File: config.mk
export PLATFORM = sky130hd
export DESIGN_NAME = ft_cmd_decoder
export DESIGN_NICKNAME = d
export VERILOG_FILES = /design/src/rtl/ft_cmd_decoder_pkg.sv /design/src/rtl/ft_cmd_regfile.sv /design/src/rtl/ft_cmd_decoder.sv
export SDC_FILE = /design/constraint.sdc
export NUM_CORES = 1
export LEC_CHECK = 0
export ABC_AREA = 1
export ABC_CLOCK_PERIOD_IN_PS = 4000
export CELL_PAD_IN_SITES_DETAIL_PLACEMENT = 0
export CELL_PAD_IN_SITES_GLOBAL_PLACEMENT = 1
export CORE_ASPECT_RATIO = 1.1
export CORE_MARGIN = 2
export CORE_UTILIZATION = 41
export DETAILED_ROUTE_END_ITERATION = 10
export GPL_TIMING_DRIVEN = 1
export PLACE_DENSITY_LB_ADDON = 0.3
export SYNTH_ARGS = -nofsm -noshare
export SYNTH_HDL_FRONTEND = slang
export SYNTH_HIERARCHICAL = 1
export SYNTH_SLANG_ARGS = --single-unit
File: constraint.sdc
create_clock -name clk -period 4 [get_ports clk]
set_clock_uncertainty 0.15 [all_clocks]
set_input_delay 0.8 -clock clk [delete_from_list [all_inputs] [get_ports clk]]
set_output_delay 0.8 -clock clk [all_outputs]
set_load 0.01 [all_outputs]
File: src/rtl/ft_cmd_decoder_pkg.sv
`default_nettype none
// ============================================================================
// Module      : ft_cmd_decoder_pkg
// Description : Shared definitions for the FT245 host-command decoder:
//               default sync byte, opcode values, reply headers, FSM state
//               encoding and the opcode decode helper.
// Revision    : 1.0  initial release
// ============================================================================
package ft_cmd_decoder_pkg;

    localparam logic [7:0] c_SYNC_DEFAULT = 8'hA5;

    localparam logic [7:0] c_OPC_WRITE = 8'h01;
    localparam logic [7:0] c_OPC_READ  = 8'h02;
    localparam logic [7:0] c_OPC_START = 8'h03;
    localparam logic [7:0] c_OPC_CLEAR = 8'h04;

    localparam logic [7:0] c_HDR_OK  = 8'h5A;
    localparam logic [7:0] c_HDR_ERR = 8'hEE;

    typedef enum logic [3:0] {
        S_HUNT = 4'd0,
        S_OPC  = 4'd1,
        S_ADDR = 4'd2,
        S_DHI  = 4'd3,
        S_DLO  = 4'd4,
        S_EXEC = 4'd5,
        S_RPL0 = 4'd6,
        S_RPL1 = 4'd7,
        S_RPL2 = 4'd8
    } state_t;

    typedef enum logic [1:0] {
        OP_WRITE = 2'd0,
        OP_READ  = 2'd1,
        OP_START = 2'd2,
        OP_CLEAR = 2'd3
    } op_t;

    typedef struct packed {
        logic valid;
        op_t  op;
    } opc_dec_t;

    // Maps a raw opcode byte onto the internal operation; valid is low for
    // anything that is not a known opcode (including a repeated sync byte).
    function automatic opc_dec_t decode_opc(input logic [7:0] b);
        opc_dec_t d;
        d.valid = 1'b1;
        d.op    = OP_WRITE;
        case (b)
            c_OPC_WRITE: d.op = OP_WRITE;
            c_OPC_READ:  d.op = OP_READ;
            c_OPC_START: d.op = OP_START;
            c_OPC_CLEAR: d.op = OP_CLEAR;
            default:     d.valid = 1'b0;
        endcase
        return d;
    endfunction

endpackage
`default_nettype wire

File: src/rtl/ft_cmd_regfile.sv
`default_nettype none
// ============================================================================
// Module      : ft_cmd_regfile
// Description : Bank of NREGS 16-bit control registers with a single write
//               port, registered one-hot write strobe, address range flag and
//               combinational read of the addressed register.
// Ports       : clk, rst_n       clock, synchronous active-low reset
//               i_wr_en          write request (ignored when out of range)
//               i_addr           register address byte
//               i_wr_data        data to write
//               o_in_range       i_addr < NREGS
//               o_rd_data        contents of register i_addr (0 if out of range)
//               o_reg_q          flat register contents, reg i at [16i+15:16i]
//               o_wr_strobe      one-cycle pulse on the register just written
// Revision    : 1.0  initial release
// ============================================================================
module ft_cmd_regfile #(
    parameter int NREGS = 8
) (
    input  logic                  clk,
    input  logic                  rst_n,
    input  logic                  i_wr_en,
    input  logic [7:0]            i_addr,
    input  logic [15:0]           i_wr_data,
    output logic                  o_in_range,
    output logic [15:0]           o_rd_data,
    output logic [NREGS*16-1:0]   o_reg_q,
    output logic [NREGS-1:0]      o_wr_strobe
);

    logic [NREGS*16-1:0] r_reg_q;
    logic [NREGS-1:0]    r_wr_strobe;
    logic                w_wr_ok;

    assign o_in_range = (i_addr < 8'(NREGS));
    assign w_wr_ok    = i_wr_en & o_in_range;

    for (genvar i = 0; i < NREGS; i++) begin : g_reg
        always_ff @(posedge clk) begin
            if (!rst_n) begin
                r_reg_q[16*i +: 16] <= 16'h0000;
                r_wr_strobe[i]      <= 1'b0;
            end else begin
                r_wr_strobe[i] <= w_wr_ok && (i_addr == 8'(i));
                if (w_wr_ok && (i_addr == 8'(i))) begin
                    r_reg_q[16*i +: 16] <= i_wr_data;
                end
            end
        end
    end

    always_comb begin
        o_rd_data = 16'h0000;
        for (int k = 0; k < NREGS; k++) begin
            if (i_addr == 8'(k)) begin
                o_rd_data = r_reg_q[16*k +: 16];
            end
        end
    end

    assign o_reg_q     = r_reg_q;
    assign o_wr_strobe = r_wr_strobe;

endmodule
`default_nettype wire

File: src/rtl/ft_cmd_decoder.sv
`default_nettype none
// ============================================================================
// Module      : ft_cmd_decoder
// Description : Pops command packets (SYNC, opcode, args) from an FWFT RX
//               FIFO, applies WRITE/READ/START/CLEAR_ERR to a control
//               register bank and pushes 3-byte read replies to a TX FIFO.
//               Bad opcodes, out-of-range addresses and stalled packets are
//               dropped and counted in a saturating error counter.
// Ports       : clk, rst_n                  clock, synchronous active-low reset
//               rx_rempty/rx_rdata/rx_rinc  RX FIFO read side (FWFT)
//               tx_wfull/tx_wdata/tx_winc   TX FIFO write side
//               reg_q, reg_wr_strobe        register contents and write pulses
//               start_pulse                 exposure start pulse
//               err_count                   saturating error counter
// Revision    : 1.0  initial release
// ============================================================================
module ft_cmd_decoder
    import ft_cmd_decoder_pkg::*;
#(
    parameter int         NREGS   = 8,
    parameter int         TIMEOUT = 1024,
    parameter logic [7:0] SYNC    = c_SYNC_DEFAULT
) (
    input  logic                 clk,
    input  logic                 rst_n,
    input  logic                 rx_rempty,
    input  logic [7:0]           rx_rdata,
    output logic                 rx_rinc,
    input  logic                 tx_wfull,
    output logic [7:0]           tx_wdata,
    output logic                 tx_winc,
    output logic [NREGS*16-1:0]  reg_q,
    output logic [NREGS-1:0]     reg_wr_strobe,
    output logic                 start_pulse,
    output logic [7:0]           err_count
);

    localparam int TMO_W = $clog2(TIMEOUT) + 1;

    state_t           r_state, w_next;
    op_t              r_op;
    logic [7:0]       r_addr, r_dhi, r_dlo;
    logic [7:0]       r_rpl0, r_rpl1, r_rpl2;
    logic [TMO_W-1:0] r_tmo;
    logic [7:0]       r_err;
    logic             r_start;

    logic             w_byte_state, w_arg_state, w_rpl_state;
    logic             w_pop, w_push, w_tmo_hit;
    logic             w_err_inc, w_err_clr, w_wr_en, w_start;
    logic             w_in_range;
    logic [15:0]      w_rd_data;
    opc_dec_t         w_opc;

    assign w_byte_state = (r_state == S_HUNT) || (r_state == S_OPC) || (r_state == S_ADDR)
                       || (r_state == S_DHI)  || (r_state == S_DLO);
    assign w_arg_state  = w_byte_state && (r_state != S_HUNT);
    assign w_rpl_state  = (r_state == S_RPL0) || (r_state == S_RPL1) || (r_state == S_RPL2);

    assign w_pop     = rst_n & ~rx_rempty & w_byte_state;
    assign w_push    = rst_n & ~tx_wfull & w_rpl_state;
    assign w_tmo_hit = w_arg_state & rx_rempty & (r_tmo == TMO_W'(TIMEOUT - 1));
    assign w_opc     = decode_opc(rx_rdata);

    assign rx_rinc = w_pop;
    assign tx_winc = w_push;

    always_comb begin
        tx_wdata = 8'h00;
        if (rst_n) begin
            case (r_state)
                S_RPL0:  tx_wdata = r_rpl0;
                S_RPL1:  tx_wdata = r_rpl1;
                S_RPL2:  tx_wdata = r_rpl2;
                default: tx_wdata = 8'h00;
            endcase
        end
    end

    always_comb begin
        w_next    = r_state;
        w_err_inc = 1'b0;
        w_err_clr = 1'b0;
        w_wr_en   = 1'b0;
        w_start   = 1'b0;
        case (r_state)
            S_HUNT: if (w_pop && rx_rdata == SYNC) w_next = S_OPC;
            S_OPC: begin
                if (w_pop) begin
                    if (!w_opc.valid) begin
                        w_next    = S_HUNT;
                        w_err_inc = 1'b1;
                    end else if (w_opc.op == OP_WRITE || w_opc.op == OP_READ) begin
                        w_next = S_ADDR;
                    end else begin
                        w_next = S_EXEC;
                    end
                end
            end
            S_ADDR: if (w_pop) w_next = (r_op == OP_WRITE) ? S_DHI : S_EXEC;
            S_DHI:  if (w_pop) w_next = S_DLO;
            S_DLO:  if (w_pop) w_next = S_EXEC;
            S_EXEC: begin
                w_next = S_HUNT;
                case (r_op)
                    OP_WRITE: begin
                        w_wr_en   = 1'b1;
                        w_err_inc = ~w_in_range;
                    end
                    OP_READ: begin
                        w_next    = S_RPL0;
                        w_err_inc = ~w_in_range;
                    end
                    OP_START: w_start   = 1'b1;
                    default:  w_err_clr = 1'b1;
                endcase
            end
            S_RPL0: if (w_push) w_next = S_RPL1;
            S_RPL1: if (w_push) w_next = S_RPL2;
            S_RPL2: if (w_push) w_next = S_HUNT;
            default: w_next = S_HUNT;
        endcase
        // A timeout only fires on an empty cycle, so it never collides with a pop.
        if (w_tmo_hit) begin
            w_next    = S_HUNT;
            w_err_inc = 1'b1;
        end
    end

    always_ff @(posedge clk) begin
        if (!rst_n) begin
            r_state <= S_HUNT;
            r_op    <= OP_WRITE;
            r_addr  <= 8'h00;
            r_dhi   <= 8'h00;
            r_dlo   <= 8'h00;
            r_rpl0  <= 8'h00;
            r_rpl1  <= 8'h00;
            r_rpl2  <= 8'h00;
            r_tmo   <= '0;
            r_err   <= 8'h00;
            r_start <= 1'b0;
        end else begin
            r_state <= w_next;
            r_start <= w_start;
            if (w_pop) begin
                case (r_state)
                    S_OPC:   r_op   <= w_opc.op;
                    S_ADDR:  r_addr <= rx_rdata;
                    S_DHI:   r_dhi  <= rx_rdata;
                    S_DLO:   r_dlo  <= rx_rdata;
                    default: ;
                endcase
            end
            if (w_pop || !w_arg_state) begin
                r_tmo <= '0;
            end else if (rx_rempty) begin
                r_tmo <= r_tmo + 1'b1;
            end
            if (r_state == S_EXEC && r_op == OP_READ) begin
                r_rpl0 <= w_in_range ? c_HDR_OK : c_HDR_ERR;
                r_rpl1 <= w_in_range ? w_rd_data[15:8] : 8'h00;
                r_rpl2 <= w_in_range ? w_rd_data[7:0]  : 8'h00;
            end
            if (w_err_clr) begin
                r_err <= 8'h00;
            end else if (w_err_inc && r_err != 8'hFF) begin
                r_err <= r_err + 8'h01;
            end
        end
    end

    ft_cmd_regfile #(
        .NREGS (NREGS)
    ) u_regfile (
        .clk         (clk),
        .rst_n       (rst_n),
        .i_wr_en     (w_wr_en),
        .i_addr      (r_addr),
        .i_wr_data   ({r_dhi, r_dlo}),
        .o_in_range  (w_in_range),
        .o_rd_data   (w_rd_data),
        .o_reg_q     (reg_q),
        .o_wr_strobe (reg_wr_strobe)
    );

    assign start_pulse = r_start;
    assign err_count   = r_err;

endmodule
`default_nettype wire

Yosys cells after proc, flatten, opt, wreduce, memory -nomap -nowiden
Cells that the tools add are included.
Operators by class
  add/sub/neg operators: 2
  order comparisons: 1
  equality and inequality tests: 33
  muxes and demuxes: 38
  bitwise operators: 11
  reduce and logical (&&, ||, !) cells: 38
Operators by type and width (number)
  $mux 16: 8
  $eq 8x3->1 const B: 5
  $pmux 4 s9: 1
  $eq 8x2->1 const B: 4
  $mux 4: 8
  $mux 8: 4
  $pmux 8 s3: 1
  $eq 4x3->1 const B: 4
  $eq 8x1->1 const B: 2
  $ne 2x2->1 const B: 7
  $logic_and 1x1->1: 12
  $mux 3: 4
  $add 11x1->11 const B: 1
  $eq 11x10->1 const B: 1
  $mux 1: 10
  $reduce_and 2->1: 5
  $add 8x1->8 const B: 1
  $eq 4x2->1 const B: 2
  $eq 8x8->1 const B: 1
  $logic_not 8->1: 1
  $logic_or 1x1->1: 8
  $lt 8x4->1 const B: 1
  $ne 8x8->1 const B: 1
  $reduce_and 8->1: 1
  other kinds (16): 30
Storage, ports and cells
  register bits: 210
  output and inout bits: 155
  logic and storage cells: 150

Logic depth before layout (Yosys ltp)
Gate-level depths: netlist of the first run.
  word-level depth: 10
  mapped depth: 11
  mapped depth without buffers: 11

Hierarchy
The synthesis of the first run kept the hierarchy.
By module, submodules not included
  ft_cmd_regfile: times used 1, cells an instance 805, area each 5848.1 um^2, sequential area each 2722.6 um^2
  ft_cmd_decoder: times used 1, cells an instance 451, area each 3268.1 um^2, sequential area each 1381.3 um^2

Worst setup path before layout of the first run
OpenSTA, ideal clock, no wires.
  kind: input to output
  start point: in rst_n
  end point: out tx_wdata[0]
  arrival time: 1.694 ns
  setup slack: 1.356 ns
  cell stages on the path: 4
  path buffers: 2
  path through: inv_1 clkbuf_1 clkbuf_1 a21oi_1
Between the ends
  longest elaborated chain between the ends: 1
RTL lines
  from (decl): RTL line ft_cmd_decoder.sv:25  | input logic rst_n,
  $mux 8: RTL line ft_cmd_decoder.sv:70  | if (rst_n) begin
  to (decl): RTL line ft_cmd_decoder.sv:30  | output logic [7:0] tx_wdata,
No other way between the ends.

Final worst setup path of the first run
  start point: reg r_state[2]
  end point: out tx_wdata[5]
Between the ends
  longest elaborated chain between the ends: 3
RTL lines
  from (decl): RTL line ft_cmd_decoder.sv:40  | state_t r_state, w_next;
  from (signal assigned): RTL line ft_cmd_decoder.sv:144  | r_state <= w_next;
  $eq 4x4->1 / $eq 4x3->1 (equally long branches): RTL line ft_cmd_decoder.sv:71  | case (r_state)
  $pmux 8 s3 (*): RTL line ft_cmd_decoder.sv:71
  $mux 8 (*): RTL line ft_cmd_decoder.sv:70
Mark *: on every way between the ends. The rest lies on a longest branch, timed or not.

==> flow_metrics.env, run 1 <==
export IMPL_power_switching_mw=0.936
export IMPL_fin_worst_hold_slack_ns=0.296
export IMPL_cell_internal_pwr_mw=3.37
export IMPL_nFillCells=2172
export IMPL_cp_required_ns=3.05
export IMPL_seq_area_mm2=0.00410
export IMPL_pwr_share_clk_pct=50.6
export IMPL_clk_latency_ns=0.53
export IMPL_finalHoldViolations=0
export IMPL_final_instance_count_excl_fill=1706
export IMPL_path_cells="inv_1, nor2_2, nand2_1, inv_1, nand2_1, nand3_1, nand2_1, inv_1, clkdlybuf4s50_1"
export IMPL_cts_max_level=1
export IMPL_synth_compound_area_share_pct=13.6
export IMPL_grt_max_degree=115
export IMPL_pwr_share_comb_pct=2.0
export IMPL_ant_nets=0
export IMPL_initial_utilization_pct=41.5
export IMPL_synth_nets=1270
export IMPL_synth_top_family_by_area="simple AND/OR/NAND/NOR gates"
export IMPL_crit_arrival_ns=2.54
export IMPL_area_growth_pct=27.8
export IMPL_fp_coreArea_mm2=0.0220
export IMPL_clkTransAtPathRegs_ns=0.06
export IMPL_seqPwrFrac_pct=47.4
export IMPL_critical_path_top_delay_family="simple AND/OR/NAND/NOR gates"
export IMPL_grtUsageTotal_pct=24.9
export IMPL_post_cts_setup_buffers=0
export IMPL_path_class="register to output pin"
export IMPL_synth_adder_area_share_pct=0.274
export IMPL_setup_violations=0
export IMPL_end_kind="output pin"
export IMPL_dp_cells=1663
export IMPL_crit_buf_inv=4
export IMPL_dieArea_mm2=0.0234
export IMPL_maxCapViolations=0
export IMPL_swShare_pct=21.7
export IMPL_synth_area_per_cell_um2=7.26
export IMPL_io_pin_count=167
export IMPL_synth_seq_cells=205
export IMPL_drt_iter0_markers=556
export IMPL_grt_pass1_wl_um=46400
export IMPL_slowest_delay_ns=0.52
export IMPL_final_cell_mix="293 x nor2_1, 205 x dfxtp_1, 195 x nand2_1, 165 x clkdlybuf4s50_1, 159 x o21ai_0"
export IMPL_n_antenna_cell=0
export IMPL_antenna_found_initial=0
export IMPL_remaining_drc_errors=0
export IMPL_synth_area_mm2=0.00912
export IMPL_yosys_area_share_simple_pct=33.2
export IMPL_cts_tree="yes"
export IMPL_ys_types=43
export IMPL_rsz0062_at_grt="false"
export IMPL_drt_total_wl_um=30000
export IMPL_layout_commonest_cell="nor2_1"
export IMPL_power_density_mw_per_mm2=370
export IMPL_cp_slowest_cell="clkdlybuf4s50_1"
export IMPL_synth_xor_area_share_pct=1.06
export IMPL_tightest_slew_ns=0.993
export IMPL_status="completed"
export IMPL_hpwlAfterDp_um=20900
export IMPL_die_h_um=160
export IMPL_max_freq_mhz=286
export IMPL_finalSetupTns_ns=0
export IMPL_vias=8734
export IMPL_ys_warn_count=6
export IMPL_die_x_um=146
export IMPL_rows=57
export IMPL_post_route_min_period_ns=3.49
export IMPL_slew_viol_final=0
export IMPL_cts_sinks=205
export IMPL_yosysSeqAreaShare_pct=45.0
export IMPL_postCtsResizedCells=0
export IMPL_grt_pass1_vias=8000
export IMPL_clock_path_buffers=3
export IMPL_slew_headroom_pct=33.8
export IMPL_fin_crit_sh_pct=87.4
export IMPL_p_leak_nw=4.52
export IMPL_grt_overflow_total=0
export IMPL_io_buffer_count=166
export IMPL_cts_hold_buffers=0
export IMPL_path_max_fanout=13
export IMPL_peakVddDrop_uv=275
export IMPL_drtPass1Iterations=5
export IMPL_syn_inst=1256
export IMPL_finalNetCount=1408
export IMPL_routedWlPerCell_um=17.6
export IMPL_hold_class="register to register"
export IMPL_multi_input_area_mm2=0.00440
export IMPL_startpoint_type="register"
export IMPL_drive_gt1_share_pct=8.93
export IMPL_cts_root_buf="clkbuf_16"
export IMPL_gp_congestion=0.881
export IMPL_synth_mux_area_fraction_pct=0.124
export IMPL_numCtsBuffers=24
export IMPL_via_per_inst=5.12
## final cells by class
type                    count  share of cell area, %
inverters                  72                   2.51
well taps                 295                   3.17
repair buffers            170                   14.5
clock buffers              35                   6.11
multi-input cells         921                   37.8
clock inverters             8                  0.709
flip-flops and latches    205                   35.2
## per-layer routing
metal  track usage [%]  routed length, um  vias to the layer above
li1                  -                  -                     4371
met4              6.49                619                        0
met5                 0                  0                        -
met3              3.15               1960                       33
met1              35.5              13700                     4056
met2              39.9              13800                      274
## Yosys cell counts (all sizes together)
cell type / count / area share [%]
clkinv: 3 / 0.29
a21oi: 52 / 3.3
buf: 29 / 2.3
mux2: 1 / 0.12
inv: 69 / 2.9
nand4: 20 / 1.4
xor2: 9 / 0.86
nor3: 6 / 0.33
nand3b: 1 / 0.082
dfxtp: 205 / 45
nand3: 106 / 6.3
ha: 2 / 0.27
or2: 4 / 0.27
xnor2: 2 / 0.19
o21ai: 168 / 9.2
o21bai: 10 / 0.82
nand2: 218 / 10
nor3b: 2 / 0.16
nor2: 313 / 14
nor4: 1 / 0.23
and3: 2 / 0.14
o211ai: 2 / 0.16
o21a: 2 / 0.16
clkbuf: 29 / 1.2
## through the flow
stage	utilization [%]	worst slack, ns	total power [mW]	cell area (um2)
6_report	53.0	0.506	4.30	11600
5_1_grt	53.0	0.249	4.43	11600
4_1_cts	53.0	0.496	4.33	11600
3_5_place_dp	49.4	0.671	2.17	10900
3_3_place_gp	49.4	0.699	2.17	10900
2_1_floorplan	-	1.36	2.14	9120
## power groups by stage
| stage | clock (mW) | combinational [mW] | sequential (mW) |
|---|---|---|---|
| after floorplan | 0 | 0.0520 | 2.09 |
| after global placement | 0 | 0.0838 | 2.09 |
| after detailed placement | 0 | 0.0841 | 2.09 |
| after CTS | 2.20 | 0.0841 | 2.04 |
| after global routing | 2.29 | 0.0952 | 2.04 |
| final | 2.18 | 0.0846 | 2.04 |
## state kept, by name (all words and copies together) (netlist names)
register,flops
u_regfile/o_reg_q,128
start_pulse,1
r_dlo,8
r_op,2
u_regfile/o_wr_strobe,8
r_tmo,11
r_state,4
r_rpl1,8
r_dhi,8
r_rpl0,3
r_addr,8
err_count,8
r_rpl2,8
## kinds of logic after synthesis
logic type,after synthesis
AO/OA/AOI/OAI,234
XOR/XNOR,11
adder cells (fa/ha/maj),2
buffers and inverters,130
flip-flops,205
multiplexers,1
AND/OR/NAND/NOR,673
## path summary, 6_finish.rpt
check,cells past startpoint,slack (ns),endpoint,from
min reg2reg,1,0.30,r_tmo[0],r_tmo[0]
max,9,0.51,tx_wdata[5],r_state[2]
max reg2reg,9,1.30,u_regfile/o_reg_q[46],r_state[2]
min,1,0.30,r_tmo[0],r_tmo[0]
## worst reg2reg max path, cell delays in order (launching register included)
cell and delay, ns:
dfxtp_1 0.36, inv_1 0.10, nor2_2 0.44, nand2_2 0.15
nor2_1 0.33, nand2_8 0.16, nor2_4 0.36, inv_2 0.27
o21ai_0 0.21, a21oi_1 0.05
Power figures use the tool's default switching activity.
==> inputs of run 2 (changes only) <==
--- a/config.mk
+++ b/config.mk
@@ -6,16 +6,16 @@
 export NUM_CORES = 1
 export LEC_CHECK = 0
 export ABC_AREA = 1
-export ABC_CLOCK_PERIOD_IN_PS = 4000
+export ABC_CLOCK_PERIOD_IN_PS = 3840
 export CELL_PAD_IN_SITES_DETAIL_PLACEMENT = 0
 export CELL_PAD_IN_SITES_GLOBAL_PLACEMENT = 1
 export CORE_ASPECT_RATIO = 1.1
 export CORE_MARGIN = 2
-export CORE_UTILIZATION = 41
+export CORE_UTILIZATION = 37
 export DETAILED_ROUTE_END_ITERATION = 10
 export GPL_TIMING_DRIVEN = 1
 export PLACE_DENSITY_LB_ADDON = 0.3
+export SKIP_LAST_GASP = 1
 export SYNTH_ARGS = -nofsm -noshare
 export SYNTH_HDL_FRONTEND = slang
-export SYNTH_HIERARCHICAL = 1
 export SYNTH_SLANG_ARGS = --single-unit
==> constraint.sdc (replaced) <==
create_clock -name clk -period 3.84 [get_ports clk]
set_clock_uncertainty 0.15 [all_clocks]
set_input_delay 0.768 -clock clk [delete_from_list [all_inputs] [get_ports clk]]
set_output_delay 0.768 -clock clk [all_outputs]
set_load 0.01 [all_outputs]
==> run 2 against run 1 <==
Effect of this change: sequential cell count stayed put; via count is 3.5% lower; first-iteration DRC count is 14% higher; sequential power up 5%; core utilization is 4.1 points lower; largest cell class is now sequential cells; highest routed layer unchanged.
==> flow_metrics.env, run 2 <==
export IMPL_io_buffer_count=166
export IMPL_cell_internal_pwr_mw=3.52
export IMPL_power_switching_mw=1.01
export IMPL_finalSetupTns_ns=0
export IMPL_dpl_instance_area_mm2=0.0104
export IMPL_synth_top_family_by_area="compound AO/OA/AOI/OAI gates"
export IMPL_synth_compound_area_share_pct=22.7
export IMPL_cts_hold_buffers=0
export IMPL_slew_viol_final=0
export IMPL_dp_cells=1567
export IMPL_postCtsResizedCells=0
export IMPL_synth_most_common_cell="dfxtp_1"
export IMPL_final_instance_count_excl_fill=1605
export IMPL_vias=8428
export IMPL_swShare_pct=22.3
export IMPL_synth_area_per_cell_um2=7.44
export IMPL_routedWlPerCell_um=17.9
export IMPL_clock_path_buffers=3
export IMPL_die_h_um=163
export IMPL_post_route_min_period_ns=3.42
export IMPL_cts_root_buf="clkbuf_16"
export IMPL_n_antenna_cell=0
export IMPL_numCtsBuffers=22
export IMPL_hold_path_startpoint="r_rpl0[6]"
export IMPL_cp_required_ns=2.92
export IMPL_seqPwrFrac_pct=47.6
export IMPL_synth_adder_area_share_pct=0.293
export IMPL_cp_common_cell="nand2_1"
export IMPL_grt_overflow_total=0
export IMPL_end_kind="output pin"
export IMPL_cts_max_level=1
export IMPL_yosys_area_share_simple_pct=20.3
export IMPL_maxCapViolations=0
export IMPL_antenna_found_initial=0
export IMPL_reg2reg_slack_ns=1.14
export IMPL_yosysSeqAreaShare_pct=48.1
export IMPL_slowest_delay_ns=0.52
export IMPL_pwr_share_comb_pct=4.1
export IMPL_drive_gt1_share_pct=5.98
export IMPL_r2r_start="r_addr[6]"
export IMPL_drt_total_wl_um=28700
export IMPL_dominantRegCellSynth="dfxtp_1"
export IMPL_post_cts_setup_buffers=0
export IMPL_fin_crit_sh_pct=89.1
export IMPL_synth_xor_area_share_pct=0.821
export IMPL_path_max_fanout=9
export IMPL_tightest_slew_ns=0.989
export IMPL_yosysTopAreaCell="dfxtp_1"
export IMPL_setup_violations=0
export IMPL_cp_slowest_cell="clkdlybuf4s50_1"
export IMPL_status="completed"
export IMPL_die_x_um=149
export IMPL_via_per_inst=5.25
export IMPL_stdcell_area_mm2=0.0112
export IMPL_total_power_mw=4.52
export IMPL_path_class="register to output pin"
export IMPL_synth_mux_area_fraction_pct=0
export IMPL_async_reset_ff_share_pct=0
export IMPL_synth_top_area_share_pct=48.1
export IMPL_synth_edf_count=0
export IMPL_cts_tree="yes"
export IMPL_reg2reg_depth=10
export IMPL_yosys_top_cells_count="205 x dfxtp_1, 201 x a21oi_1, 174 x nand2_1, 117 x o21ai_0, 84 x nand3_1"
export IMPL_io_pin_count=167
export IMPL_pwr_share_clk_pct=48.3
export IMPL_crit_arrival_ns=2.50
export IMPL_ys_types=32
export IMPL_synth_area_top_cells="dfxtp_1 48%, a21oi_1 12%, nand2_1 7.7%, o21ai_0 6.9%, nand3_1 4.9%"
export IMPL_final_cell_mix="205 x dfxtp_1, 201 x a21oi_1, 174 x nand2_1, 165 x clkdlybuf4s50_1, 117 x o21ai_0"
export IMPL_drt_iter0_markers=634
export IMPL_worstSetupStartpoint="r_state[1]"
export IMPL_slew_headroom_pct=33.7
export IMPL_hpwlAfterDp_um=20200
export IMPL_nFillCells=2285
export IMPL_cts_sinks=205
export IMPL_layout_commonest_cell="dfxtp_1"
export IMPL_finalHoldViolations=0
export IMPL_rsz0062_at_grt="false"
export IMPL_synth_seq_cells=205
export IMPL_ant_nets=0
export IMPL_largest_reg_flops=128
export IMPL_fin_worst_hold_slack_ns=0.296
export IMPL_grt_pass1_wl_um=43600
export IMPL_dieArea_mm2=0.0243
export IMPL_clkTransAtPathRegs_ns=0.06
export IMPL_clk_latency_ns=0.51
export IMPL_area_growth_pct=30.8
export IMPL_synth_area_mm2=0.00853
export IMPL_syn_inst=1146
export IMPL_grtUsageTotal_pct=23.1
export IMPL_p_leak_nw=4.21
export IMPL_grt_pass1_vias=7640
export IMPL_synth_nets=1160
export IMPL_r2r_end="u_regfile.o_reg_q[121]"
export IMPL_remaining_drc_errors=0
export IMPL_peakVddDrop_uv=277
export IMPL_gp_congestion=0.858
export IMPL_grt_max_degree=93
export IMPL_hold_depth=2
export IMPL_power_density_mw_per_mm2=405
export IMPL_rows=58
export IMPL_max_freq_mhz=292
export IMPL_drtPass1Iterations=5
export IMPL_path_cells="inv_1, nand2_1, nor3_2, nand2_1, nand3_1, nand2_1, inv_1, clkdlybuf4s50_1"
export IMPL_initial_utilization_pct=37.4
export IMPL_ys_warn_count=0
export IMPL_startpoint_type="register"
export IMPL_hold_class="register to register"
export IMPL_finalNetCount=1305
export IMPL_fp_coreArea_mm2=0.0228
export IMPL_whs_endpoint="r_rpl0[6]"
[run 2: cell types whose count changed in the layout (fill, tap and decap cells not counted), moves of 15 or more]
cell,previous run,this run
o21ai_0,159,117
inv_1,55,75
nor2_1,293,75
o21ai_1,9,44
nand3_1,101,84
clkinv_1,0,17
buf_4,5,20
a21oi_1,42,201
nand2_2,17,0
nand2_1,195,174
[run 2: final cells by class]
cell class	instances	area (um2)	area share (%)
Clock buffer	33	663	5.94
Clock inverter	5	77.6	0.695
Inverter	100	375	3.36
Timing Repair Buffer	185	1800	16.1
Tap cell	300	375	3.36
Sequential cell	205	4100	36.8
Multi-Input combinational cell	777	3760	33.7
[run 2: how the worst max path moves through the flow]
| stage | cells after the start | slack [ns] | endpoint |
|---|---|---|---|
| 3_5_place_dp | 5 | 0.66 | rx_rinc |
| 5_1_grt | 8 | 0.24 | tx_wdata[3] |
| 2_1_floorplan | 5 | 1.25 | tx_wdata[1] |
| 3_3_place_gp | 5 | 0.65 | rx_rinc |
| 6_report | 8 | 0.42 | tx_wdata[2] |
| 4_1_cts | 8 | 0.41 | tx_wdata[2] |
[run 2: through the flow]
step                      utilization (%)  setup WS [ns]
after CTS                            49.0          0.407
after global placement               45.7          0.647
final                                49.0          0.417
after global routing                 49.0          0.237
after floorplan                         -           1.25
after detailed placement             45.7          0.656
[run 2: critical path, delay by kind of cell, from the launching register on]
family,cells,cell delay (ns)
buffers and inverters,3,0.74
DFF,1,0.39
and+or+nand+nor,5,0.87
[run 2: per-layer routing]
layer  GRT usage [%]  wire [um]  vias to the layer above
met4            7.97        810                        0
li1                -          -                     4185
met3            2.91       1660                       42
met1            31.2      12600                     3940
met2            38.2      13600                      261
met5               0          0                        -
[run 2: power by group through the flow]
stage	clock (mW)	combinational, mW	sequential [mW]
after CTS	2.22	0.186	2.15
after global routing	2.30	0.208	2.16
final	2.18	0.186	2.15
after detailed placement	0	0.186	2.20
after floorplan	0	0.124	2.20
after global placement	0	0.186	2.20
[run 2: kinds of logic after synthesis]
group | Yosys count
compound gates | 378
xor+xnor | 8
fa+ha+maj | 2
buf+inv | 164
flops | 205
simple gates | 389
